<file path="src/rtl/spi_frame_receiver_if.sv">
// Pin-side SPI signals and the decoded register-write bus of the SPI frame receiver.
// The master side drives the SPI pins and observes the write bus; the slave side is
// the receiver itself.
interface spi_frame_receiver_if;
  logic       sclk;
  logic       copi;
  logic       ncs;
  logic       wr_valid;
  logic [6:0] wr_addr;
  logic [7:0] wr_data;
  logic       frame_err;
  logic       frame_active;

  modport master (
    output sclk,
    output copi,
    output ncs,
    input  wr_valid,
    input  wr_addr,
    input  wr_data,
    input  frame_err,
    input  frame_active
  );

  modport slave (
    input  sclk,
    input  copi,
    input  ncs,
    output wr_valid,
    output wr_addr,
    output wr_data,
    output frame_err,
    output frame_active
  );
endinterface

</file>
<file path="src/rtl/spi_frame_receiver.sv">
// SPI frame receiver: synchronises raw SPI pins into the clk domain, shifts in 16-bit
// frames (R/W, 7-bit address, 8-bit data, MSB first, mode 0) and emits a one-cycle
// register write strobe for valid, in-range writes. Frames with a bad bit count raise a
// one-cycle frame_err pulse; reads and out-of-range writes are dropped silently.
module spi_frame_receiver #(
  parameter int unsigned SYNC_STAGES = 2,
  parameter int unsigned MAX_ADDR    = 4
) (
  input  logic                 clk,
  input  logic                 rst,
  spi_frame_receiver_if.slave  bus
);

  typedef enum logic [1:0] {
    StIdle,
    StShift,
    StCommit
  } state_e;

  localparam logic [4:0] FrameBits = 5'd16;
  localparam logic [4:0] CountSat  = 5'd17;
  localparam logic [6:0] MaxAddr   = 7'(MAX_ADDR);

  // Synchroniser chains; the last stage is the clk-domain view of each pin.
  logic [SYNC_STAGES-1:0] sclk_sync_q;
  logic [SYNC_STAGES-1:0] copi_sync_q;
  logic [SYNC_STAGES-1:0] ncs_sync_q;
  // Walks a one through the chain length after reset, marking when ncs_s reflects the pin.
  logic [SYNC_STAGES-1:0] flush_q;

  logic sclk_s;
  logic copi_s;
  logic ncs_s;

  logic sclk_prev_q;
  logic ncs_prev_q;
  logic ncs_armed_q;

  logic sclk_rise;
  logic ncs_fall;
  logic ncs_rise;

  state_e      state_q;
  logic [15:0] shift_q;
  logic [4:0]  count_q;
  logic        wr_valid_q;
  logic [6:0]  wr_addr_q;
  logic [7:0]  wr_data_q;
  logic        frame_err_q;
  logic        frame_active_q;

  logic       len_ok;
  logic       is_write;
  logic [6:0] frame_addr;
  logic [7:0] frame_data;
  logic       in_range;

  // Pin synchronisers; ncs idles high so a reset never looks like a selected bus.
  always_ff @(posedge clk or posedge rst) begin
    if (rst) begin
      sclk_sync_q <= '0;
      copi_sync_q <= '0;
      ncs_sync_q  <= '1;
      flush_q     <= '0;
    end else begin
      sclk_sync_q <= {sclk_sync_q[SYNC_STAGES-2:0], bus.sclk};
      copi_sync_q <= {copi_sync_q[SYNC_STAGES-2:0], bus.copi};
      ncs_sync_q  <= {ncs_sync_q[SYNC_STAGES-2:0], bus.ncs};
      flush_q     <= {flush_q[SYNC_STAGES-2:0], 1'b1};
    end
  end

  assign sclk_s = sclk_sync_q[SYNC_STAGES-1];
  assign copi_s = copi_sync_q[SYNC_STAGES-1];
  assign ncs_s  = ncs_sync_q[SYNC_STAGES-1];

  // Previous-value flops for edge detection, plus the nCS arming flag. A chip select
  // held low across reset release must not start a frame: the receiver only arms once
  // the synchronised pin has genuinely been seen high after the chain has flushed.
  always_ff @(posedge clk or posedge rst) begin
    if (rst) begin
      sclk_prev_q <= 1'b0;
      ncs_prev_q  <= 1'b1;
      ncs_armed_q <= 1'b0;
    end else begin
      sclk_prev_q <= sclk_s;
      ncs_prev_q  <= ncs_s;
      if (flush_q[SYNC_STAGES-1] && ncs_s) begin
        ncs_armed_q <= 1'b1;
      end
    end
  end

  assign sclk_rise = sclk_s & ~sclk_prev_q;
  assign ncs_fall  = ncs_armed_q & ~ncs_s & ncs_prev_q;
  assign ncs_rise  = ncs_s & ~ncs_prev_q;

  // Frame decode from the current shifter contents.
  assign len_ok     = (count_q == FrameBits);
  assign is_write   = shift_q[15];
  assign frame_addr = shift_q[14:8];
  assign frame_data = shift_q[7:0];
  assign in_range   = (frame_addr <= MaxAddr);

  // Frame FSM with registered outputs. The commit decision is taken on the nCS rise so
  // that the registered strobe/error is visible exactly during the single COMMIT cycle.
  always_ff @(posedge clk or posedge rst) begin
    if (rst) begin
      state_q        <= StIdle;
      shift_q        <= '0;
      count_q        <= '0;
      wr_valid_q     <= 1'b0;
      wr_addr_q      <= '0;
      wr_data_q      <= '0;
      frame_err_q    <= 1'b0;
      frame_active_q <= 1'b0;
    end else begin
      wr_valid_q  <= 1'b0;
      frame_err_q <= 1'b0;
      unique case (state_q)
        StIdle: begin
          // An SCLK rise coinciding with the nCS fall is deliberately not shifted.
          if (ncs_fall) begin
            shift_q        <= '0;
            count_q        <= '0;
            frame_active_q <= 1'b1;
            state_q        <= StShift;
          end
        end
        StShift: begin
          if (ncs_rise) begin
            frame_active_q <= 1'b0;
            state_q        <= StCommit;
            if (!len_ok) begin
              frame_err_q <= 1'b1;
            end else if (is_write && in_range) begin
              wr_valid_q <= 1'b1;
              wr_addr_q  <= frame_addr;
              wr_data_q  <= frame_data;
            end
          end else if (sclk_rise) begin
            shift_q <= {shift_q[14:0], copi_s};
            if (count_q != CountSat) begin
              count_q <= count_q + 5'd1;
            end
          end
        end
        StCommit: begin
          state_q <= StIdle;
        end
        default: begin
          state_q <= StIdle;
        end
      endcase
    end
  end

  assign bus.wr_valid     = wr_valid_q;
  assign bus.wr_addr      = wr_addr_q;
  assign bus.wr_data      = wr_data_q;
  assign bus.frame_err    = frame_err_q;
  assign bus.frame_active = frame_active_q;

endmodule

</file>
<file path="src/flat_wrapper.sv">
// flat-port wrapper written by rule: the top's interface ports become plain ports
module spi_frame_receiver_flat 
#(
  parameter int unsigned SYNC_STAGES = 2,
  parameter int unsigned MAX_ADDR    = 4
)
  (clk, rst, bus_sclk, bus_copi, bus_ncs, bus_wr_valid, bus_wr_addr, bus_wr_data, bus_frame_err, bus_frame_active);
  spi_frame_receiver_if bus_i ();
  input  logic clk;
  input  logic rst;
  input wire logic [$bits(bus_i.sclk)-1:0] bus_sclk;
  input wire logic [$bits(bus_i.copi)-1:0] bus_copi;
  input wire logic [$bits(bus_i.ncs)-1:0] bus_ncs;
  output wire logic [$bits(bus_i.wr_valid)-1:0] bus_wr_valid;
  output wire logic [$bits(bus_i.wr_addr)-1:0] bus_wr_addr;
  output wire logic [$bits(bus_i.wr_data)-1:0] bus_wr_data;
  output wire logic [$bits(bus_i.frame_err)-1:0] bus_frame_err;
  output wire logic [$bits(bus_i.frame_active)-1:0] bus_frame_active;
  assign bus_i.sclk = bus_sclk;
  assign bus_i.copi = bus_copi;
  assign bus_i.ncs = bus_ncs;
  assign bus_wr_valid = bus_i.wr_valid;
  assign bus_wr_addr = bus_i.wr_addr;
  assign bus_wr_data = bus_i.wr_data;
  assign bus_frame_err = bus_i.frame_err;
  assign bus_frame_active = bus_i.frame_active;
  spi_frame_receiver #(.SYNC_STAGES(SYNC_STAGES), .MAX_ADDR(MAX_ADDR)) u_core (.clk(clk), .rst(rst), .bus(bus_i));
endmodule
</file>
<file path="config.mk">
export PLATFORM = sky130hd
export DESIGN_NAME = spi_frame_receiver_flat
export DESIGN_NICKNAME = d
export VERILOG_FILES = /design/src/rtl/spi_frame_receiver_if.sv /design/src/rtl/spi_frame_receiver.sv /design/src/flat_wrapper.sv
export SDC_FILE = /design/constraint.sdc
export NUM_CORES = 1
export LEC_CHECK = 0
export ABC_AREA = 1
export CORE_UTILIZATION = 45
export DETAILED_ROUTE_END_ITERATION = 6
export PLACE_DENSITY = 0.67
export SLEW_MARGIN = 40
export SYNTH_ARGS = -nofsm -noshare
export SYNTH_HDL_FRONTEND = slang
export SYNTH_SLANG_ARGS = --single-unit
export TNS_END_PERCENT = 20
</file>
<file path="constraint.sdc">
create_clock -name clk -period 1.63 [get_ports clk]
set_input_delay 0.163 -clock clk [delete_from_list [all_inputs] [get_ports clk]]
set_output_delay 0.163 -clock clk [all_outputs]
set_load 0.02 [all_outputs]
</file>
## After elaboration in Yosys (flattened, before gate mapping)

Cells that the tools add are included.

- $add $sub $neg: 1
- Multiply operators: 0
- Divide/modulo/power cells: 0
- Order comparisons: 1
- Equal/unequal tests: 8
- Shift-type cells: 0
- Mux-type cells: 22
- Bitwise logic cells: 7
- Reductions and logical operators: 9

Operator list:

| operator | count |
|---|---|
| $mux 16 | 3 |
| $pmux 16 s2 | 1 |
| $mux 5 | 4 |
| $pmux 5 s2 | 1 |
| $mux 1 | 9 |
| $ne 2x1->1 const B | 4 |
| $reduce_and 4->1 | 2 |
| $le 7x3->1 const B | 1 |
| $add 5x1->5 const B | 1 |
| $eq 5x5->1 const B | 1 |
| $ne 5x5->1 const B | 1 |
| $reduce_and 5->1 | 1 |
| $and 1x1->1 | 4 |
| $mux 2 | 2 |
| $pmux 2 s2 | 1 |
| $not 1->1 | 3 |
| $reduce_and 3->1 | 1 |
| $eq 2x1->1 const B | 1 |
| $logic_and 1x1->1 | 2 |
| $logic_not 2->1 | 1 |
| $ne 2x2->1 const B | 1 |
| $pmux 1 s2 | 1 |
| $reduce_and 2->1 | 1 |
| $reduce_bool 2->1 | 1 |

- Bits in registers: 52
- Latch bits: 0
- Memory bits (writable): 0
- ROM bits: 0
- Input bits: 5
- Output and inout bits: 18
- Memories: 0

## Longest topological paths before layout

Gate-level depths: netlist of run 1.

- Depth in word-level cells: 6
- Mapped depth: 8
- Depth with buffers taken out: 8

## Least setup slack after synthesis of run 1

OpenSTA, ideal clock, no wires.

- Path type: register to register
- Start: reg u_core.ncs_sync_q[1]
- End: reg u_core.wr_addr_q[0] (netlist: u_core.bus.wr_addr[0])
- Arrival: 1.219 ns
- Setup slack: 0.294 ns
- Stages on the path, launching flop included: 9
- Path buffers: 1
- Period minus slack after synthesis: 1.336 ns
- Cells stage by stage: dfstp_2 -> inv_1 -> nor2_2 -> nand2_2 -> nor2_4 -> nand3_2 -> buf_6 -> nand2_1 -> nand2_1

- Cells in the longest elaborated chain, start to end: 2

RTL lines:

| what | line | text |
|---|---|---|
| start: declaration | spi_frame_receiver.sv:27 | `logic [SYNC_STAGES-1:0] ncs_sync_q;` |
| start signal: assignment | spi_frame_receiver.sv:68 | `ncs_sync_q <= {ncs_sync_q[SYNC_STAGES-2:0], bus.ncs};` |
| $and 1x1->1 | spi_frame_receiver.sv:96 | `assign ncs_rise = ncs_s & ~ncs_prev_q;` |
| $reduce_and 4->1 (no source line) | n/a |  |
| end signal: assignment | spi_frame_receiver.sv:138 | `wr_addr_q <= frame_addr;` |
| end: declaration | spi_frame_receiver.sv:47 | `logic [6:0] wr_addr_q;` |

Every way passes these cells.
A chain may end at the register's enable or synchronous reset.

## Final worst setup path of run 1

- Start: reg u_core.wr_data_q[6] (netlist: u_core.bus.wr_data[6])
- End: out bus_wr_data[6]

RTL lines:

| what | line | text |
|---|---|---|
| start: declaration | spi_frame_receiver.sv:48 | `logic [7:0] wr_data_q;` |
| start signal: assignment | spi_frame_receiver.sv:139 | `wr_data_q <= frame_data;` |
| end: declaration | flat_wrapper.sv:16 | `output wire logic [$bits(bus_i.wr_data)-1:0] bus_wr_data;` |

No word-level cell between the ends.

==> results.toml, run 1 <==
[outcome]
status = "finished, final reports clean"

[drt]
drtIter0Drc = 111
first_pass_iters = 4
wl_per_cell_um = 10.9
antenna_left = 0
drc = 0
avgViaCountPerCell = 4.67
vias = 1513
routed_wl_um = 3520

[setup_path]
reg2reg_slack_ns = 0.19
crit_path_max_incr_delay_ns = 0.61
setup.worst_path.class = "reg2out"
cp_max_fo = 2
ff2ff_path_depth = 6
endpoint_kind = "output port"
reg2reg_to = "u_core.shift_q[5]"
crit_path_top_delay_cell = "clkdlybuf4s50_1"
critPathTopFamily = "buffers and inverters"
required_ns = 1.47
crit_path_cell_trace = "clkdlybuf4s50_1"
worstPathArrival_ns = 1.29
start_kind = "flop"
r2r-start = "u_core.ncs_sync_q[1]"
crit_buf_inv = 1

[clock_network]
cts_root_buf = "clkbuf_8"
cts_setup_buffers = 0
htree_levels = 2
clk_latency_ns = 0.30
ctsResizeCount = 0
clockBufferDepth = 2
hold_buffers = 0
path_clk_slew_ns = 0.09
clock_sinks = 52
cts_tree = "built"
numCtsBuffers = 5

[logic_synthesis]
syn_avg_cell_area_um2 = 9.64
synth-edff-count = 0
synth_most_common_cell = "nand2_1"
ys_ff_latch = 52
syn-instance-count = 232
yosys.area.top_type = "dfrtp_1"
async_flop_share_pct = 100
syn_area_um2 = 2240
ys_seq_area_share_pct = 58.3
synthFlopType = "dfrtp_1"
ys.warnings.count = 0
synth_common_cells = "74 x nand2_1, 49 x dfrtp_1, 20 x inv_1, 14 x nand4_1, 13 x nor2_1"
synth_nets = 240
ys_top_cells_by_area = "dfrtp_1 55%, nand2_1 12%, o21ai_2 4.7%"
synth_top_area_share_pct = 54.8
ys_types = 25

[grt]
grt_max_degree = 53
track_usage_pct = 16.5
grt_pass1_wl_um = 6510
grt_pass1_vias = 1444
grt-ovfl-total = 0
antenna_found_initial = 0

[final_layout]
insertedDiodeCount = 0
fill_cells = 462
syn2layout_area_growth_pct = 16.4
final_layout_size_suffix_gt1_share_pct = 16.3
fin_nets = 264

[sta]
hold_viol = 0
period_needed_ns = 1.45
fmax_mhz = 689
post-route-period-util_pct = 89.0
fin_skew_ns = 0.00670
hold_ws_ns = 0.231
setup-violations-final = 0
finalMaxSlewViolations = 0
rsz0062_at_grt = "no"
tns_ns = 0

[die]
design.portCount = 23
fp.dieH_um = 72.5
core_um2 = 4750
dieArea_um2 = 5260
initial_utilization_pct = 47.1
die_width_um = 72.5
rows = 25

[min_path]
hold_path_class = "in2async"

[placement]
dp_hpwl_um = 2420
place_congestion = 0.787
portBuffers = 22

[power]
p_per_area_nw_per_um2 = 1040
max-vdd-ir-drop_uv = 439
p_leak_uw = 0.00124

[run]
cap_violations = 0
final cells by class:
cell class / count / area [um^2] / share of cell area, %
Sequential cell: 52 / 1310 / 50.1
Multi-Input combinational cell: 149 / 768 / 29.5
Timing Repair Buffer: 27 / 270 / 10.4
Tap cell: 67 / 83.8 / 3.22
Clock buffer: 6 / 82.6 / 3.17
Inverter: 21 / 78.8 / 3.03
Clock inverter: 2 / 15.0 / 0.577
report_power, final:
group	total, uW	switching (uW)	leakage [uW]	internal [uW]
clock network	760	416	0.0000434	344
registers	1450	82.0	0.000687	1370
logic	497	342	0.000506	155
total	2710	840	0.00124	1870
how the worst max path moves through the flow:
| stage | from | to | slack [ns] | cells after the start |
|---|---|---|---|---|
| after floorplan | rst | u_core.bus.frame_active | 0.21 | 1 |
| after global placement | u_core.ncs_sync_q[1] | u_core.bus.wr_addr[4] | 0.14 | 7 |
| after detailed placement | u_core.ncs_sync_q[1] | u_core.bus.wr_addr[6] | 0.06 | 7 |
| after CTS | u_core.ncs_sync_q[1] | u_core.bus.wr_addr[6] | 0.04 | 7 |
| after global routing | u_core.ncs_sync_q[1] | u_core.shift_q[14] | 0.04 | 6 |
| final | u_core.bus.wr_data[6] | bus_wr_data[6] | 0.18 | 1 |
per-stage QoR:
stage	utilization (%)	cell area [um^2]	setup WS [ns]	power [uW]	instances
after global routing	54.8	2600	0.0412	2870	324
after floorplan	-	2240	0.214	1910	232
after detailed placement	52.6	2500	0.0626	1980	316
after CTS	54.6	2600	0.0432	2750	324
after global placement	52.6	2500	0.137	1980	316
final	54.8	2600	0.179	2710	324
cells in the final DEF (no fill, tap or decap), types with 2 or more instances in the layout:
master / count
dfrtp_1: 49
o21ai_1: 2
clkbuf_8: 6
clkdlybuf4s50_1: 22
nand2_1: 74
dfstp_2: 3
ha_1: 3
o21ai_2: 12
nand3_1: 10
inv_2: 3
nor2_4: 2
buf_4: 4
nor2_1: 13
inv_1: 18
nand2_2: 3
nand4_1: 14
nor2_2: 4
o21ai_0: 5
clkinvlp_4: 2
logic make-up after synthesis:
kind of cell	Yosys count	share of synthesized area, %
buf+inv	31	7.66
flops	52	58.3
other cells	1	0.168
simple gates	123	24.9
xor+xnor	1	0.392
fa+ha+maj	3	1.68
compound gates	21	6.82
layer usage:
layer  routed length, um  track usage, %  vias to the layer above
met2                1600            25.5                       27
met3                 109            4.58                        6
met1                1760            22.1                      693
li1                    -               -                      787
met5                   0               0                        -
met4                  63            6.54                        0
sequential cells by signal, indices dropped and copies added, names as in the netlist:
name,count
u_core.shift_q,16
u_core.bus.wr_data,8
u_core.bus.wr_addr,7
u_core.count_q,5
u_core.copi_sync_q,2
u_core.flush_q,2
u_core.ncs_sync_q,2
u_core.sclk_sync_q,2
u_core.state_q,2
u_core.bus.frame_active,1
u_core.bus.frame_err,1
u_core.bus.wr_valid,1
u_core.ncs_armed_q,1
u_core.ncs_prev_q,1
u_core.sclk_prev_q,1
Power figures use the tool's default switching activity.
==> run 2: changes to the inputs <==
ABC_AREA = unset   (was 1)
SKIP_LAST_GASP = 1   (was unset)
==> run 2 against run 1 <==
  * The flow now finishes with violations (negative setup slack)
  * Sequential power about the same
  * Critical endpoint is now u_core.bus.wr_addr[0]
  * Synthesized cell count shrank 24%
  * Sequential share of layout area decreased by 3.4 points
  * Final area rose by 7.3%
==> results.toml, run 2 <==
[logic_synthesis]
syn_area_um2 = 2140
async_flop_share_pct = 100
synth_compound_area_share_pct = 4.45
synth_most_common_cell = "dfrtp_1"
synthXorXnorAreaFrac_pct = 0
syn_avg_cell_area_um2 = 12.1
yosys.area_share.simple_pct = 13.1
syn-instance-count = 176
synth_top_area_share_pct = 57.4
synth_common_cells = "49 x dfrtp_1, 24 x nand2_1, 20 x inv_1, 16 x mux2i_1"
synth_mux_area_share_pct = 14.4
ys_seq_area_share_pct = 61.1
synthAdderAreaFrac_pct = 1.76
synthFlopType = "dfrtp_1"
ys.warnings.count = 0
yosys.area.top_type = "dfrtp_1"
synth_top_family_by_area = "multiplexers"
synth-edff-count = 0
ys_ff_latch = 52
synth_nets = 184
ys_top_cells_by_area = "dfrtp_1 57%, mux2i_1 7.5%, mux2_4 4.2%"
ys_types = 34

[setup_path]
reg2reg_slack_ns = -0.11
required_ns = 1.82
setup.worst_path.class = "reg2reg"
endpoint_kind = "flop"
start_kind = "flop"
cp_max_fo = 15
worstPathArrival_ns = 1.94

[power]
max-vdd-ir-drop_uv = 514
p_per_area_nw_per_um2 = 988
power_uw = 2760
p_leak_uw = 0.00129

[placement]
place_congestion = 0.758
dp_hpwl_um = 2680
post-place-ws_ns = -0.104
portBuffers = 22

[clock_network]
path_clk_slew_ns = 0.10
numCtsBuffers = 5
clock_sinks = 52
clk_latency_ns = 0.31
cts_root_buf = "clkbuf_8"
hold_buffers = 0
htree_levels = 2
clockBufferDepth = 2
cts_tree = "built"

[grt]
grt_pass1_vias = 1411
track_usage_pct = 17.5
grt_pass1_wl_um = 6660
grt_max_degree = 53
antenna_found_initial = 0
grt-ovfl-total = 0

[sta]
hold_viol = 0
period_needed_ns = 1.74
post-route-period-util_pct = 107
tns_ns = -1.08
fmax_mhz = 574
finalMaxSlewViolations = 0
rsz0062_at_grt = "yes"
fin_skew_ns = 0.00956
setup-violations-final = 11
hold_ws_ns = 0.226
setup_slack_ns = -0.114

[die]
die_width_um = 70.9
initial_utilization_pct = 48.1
rows = 24
core_um2 = 4440
fp.dieH_um = 70.9
design.portCount = 23
dieArea_um2 = 5030

[final_layout]
regMostFlops = "u_core.shift_q"
mostFrequentLayoutCell = "dfrtp_1"
final_util_pct = 62.9
fin_nets = 235
final_layout_size_suffix_gt1_share_pct = 27.2
final_cell_mix = "48 x dfrtp_1, 24 x nand2_1, 24 x buf_4"
largest_reg_flops = 16
syn2layout_area_growth_pct = 30.8
insertedDiodeCount = 0

[outcome]
status = "complete, but fails checks"
violations = "negative setup slack"

[drt]
wl_per_cell_um = 14.4
avgViaCountPerCell = 5.01
first_pass_iters = 6
vias = 1404
drtIter0Drc = 50
drc = 0
routed_wl_um = 4020
antenna_left = 0

[run]
cap_violations = 0

[min_path]
hold_path_class = "in2async"
==> run 2: cell count changes in the layout (fill, tap and decap cells not counted), moves of 5 or more <==
cell / delta
nand4_1: -14
nand3_1: -8
mux2_4: +6
mux2_2: +5
o21ai_2: -12
buf_4: +20
nand2_1: -50
mux2i_1: +16
nor2_1: -7
==> run 2: logic make-up after synthesis <==
logic type      count (synthesis)
fa+ha+maj                       3
mux                            27
buf+inv                        26
other cells                     1
flops                          52
simple gates                   52
compound gates                 15
==> run 2: final timing paths <==
| kind | start | end | cells after the start |
|---|---|---|---|
| min reg2reg | u_core.sclk_sync_q[0] | u_core.sclk_sync_q[1] | 0 |
| min in group clk | bus_ncs | u_core.ncs_sync_q[0] | 1 |
| max | u_core.shift_q[11] | u_core.bus.wr_addr[0] | 5 |
| max reg2reg | u_core.shift_q[11] | u_core.bus.wr_addr[0] | 5 |
| max in group asynchronous | rst | u_core.ncs_sync_q[1] | 3 |
| min | rst | u_core.bus.frame_active | 3 |
==> run 2: metal layers <==
metal	GRT usage, %	up-vias	part of all wire (%)
met5	0	-	0
met3	4.99	6	2.7
met4	6.67	0	1.4
li1	-	682	-
met2	29.4	15	51
met1	21.5	701	45
==> run 2: critical path, cell delays in order, from the launching register on <==
cell     delay, ns
dfrtp_1       0.39
or4_4         0.54
nor2_4        0.12
nand4_4       0.11
buf_12        0.17
mux2_4        0.30
==> run 2: cell type report <==
type | count | area (um^2)
Fill cell | 358 | 1650
Sequential cell | 52 | 1310
Multi-Input combinational cell | 98 | 788
Timing Repair Buffer | 50 | 472
Inverter | 20 | 75.1
Clock buffer | 5 | 68.8
Tap cell | 52 | 65.1
Clock inverter | 3 | 18.8
==> run 2: repair_timing <==
action                     CTS  global route
buffers inserted             0             7
gates cloned                 0             0
resized for setup            0            11
pin swaps                    0             4
hold endpoints to repair     0             0
setup endpoints to repair   28            36
==> run 2: where the power goes <==
group	switching, uW	internal [uW]
sequential	79.2	1370
combinational	270	317
clock	421	300
total	770	1990
==> run 2: per-stage QoR <==
stage               cell area (um^2)  instances
floorplan                       2140        176
detailed placement              2600        266
global placement                2600        266
CTS                             2680        274
finish                          2790        280
global route                    2790        280
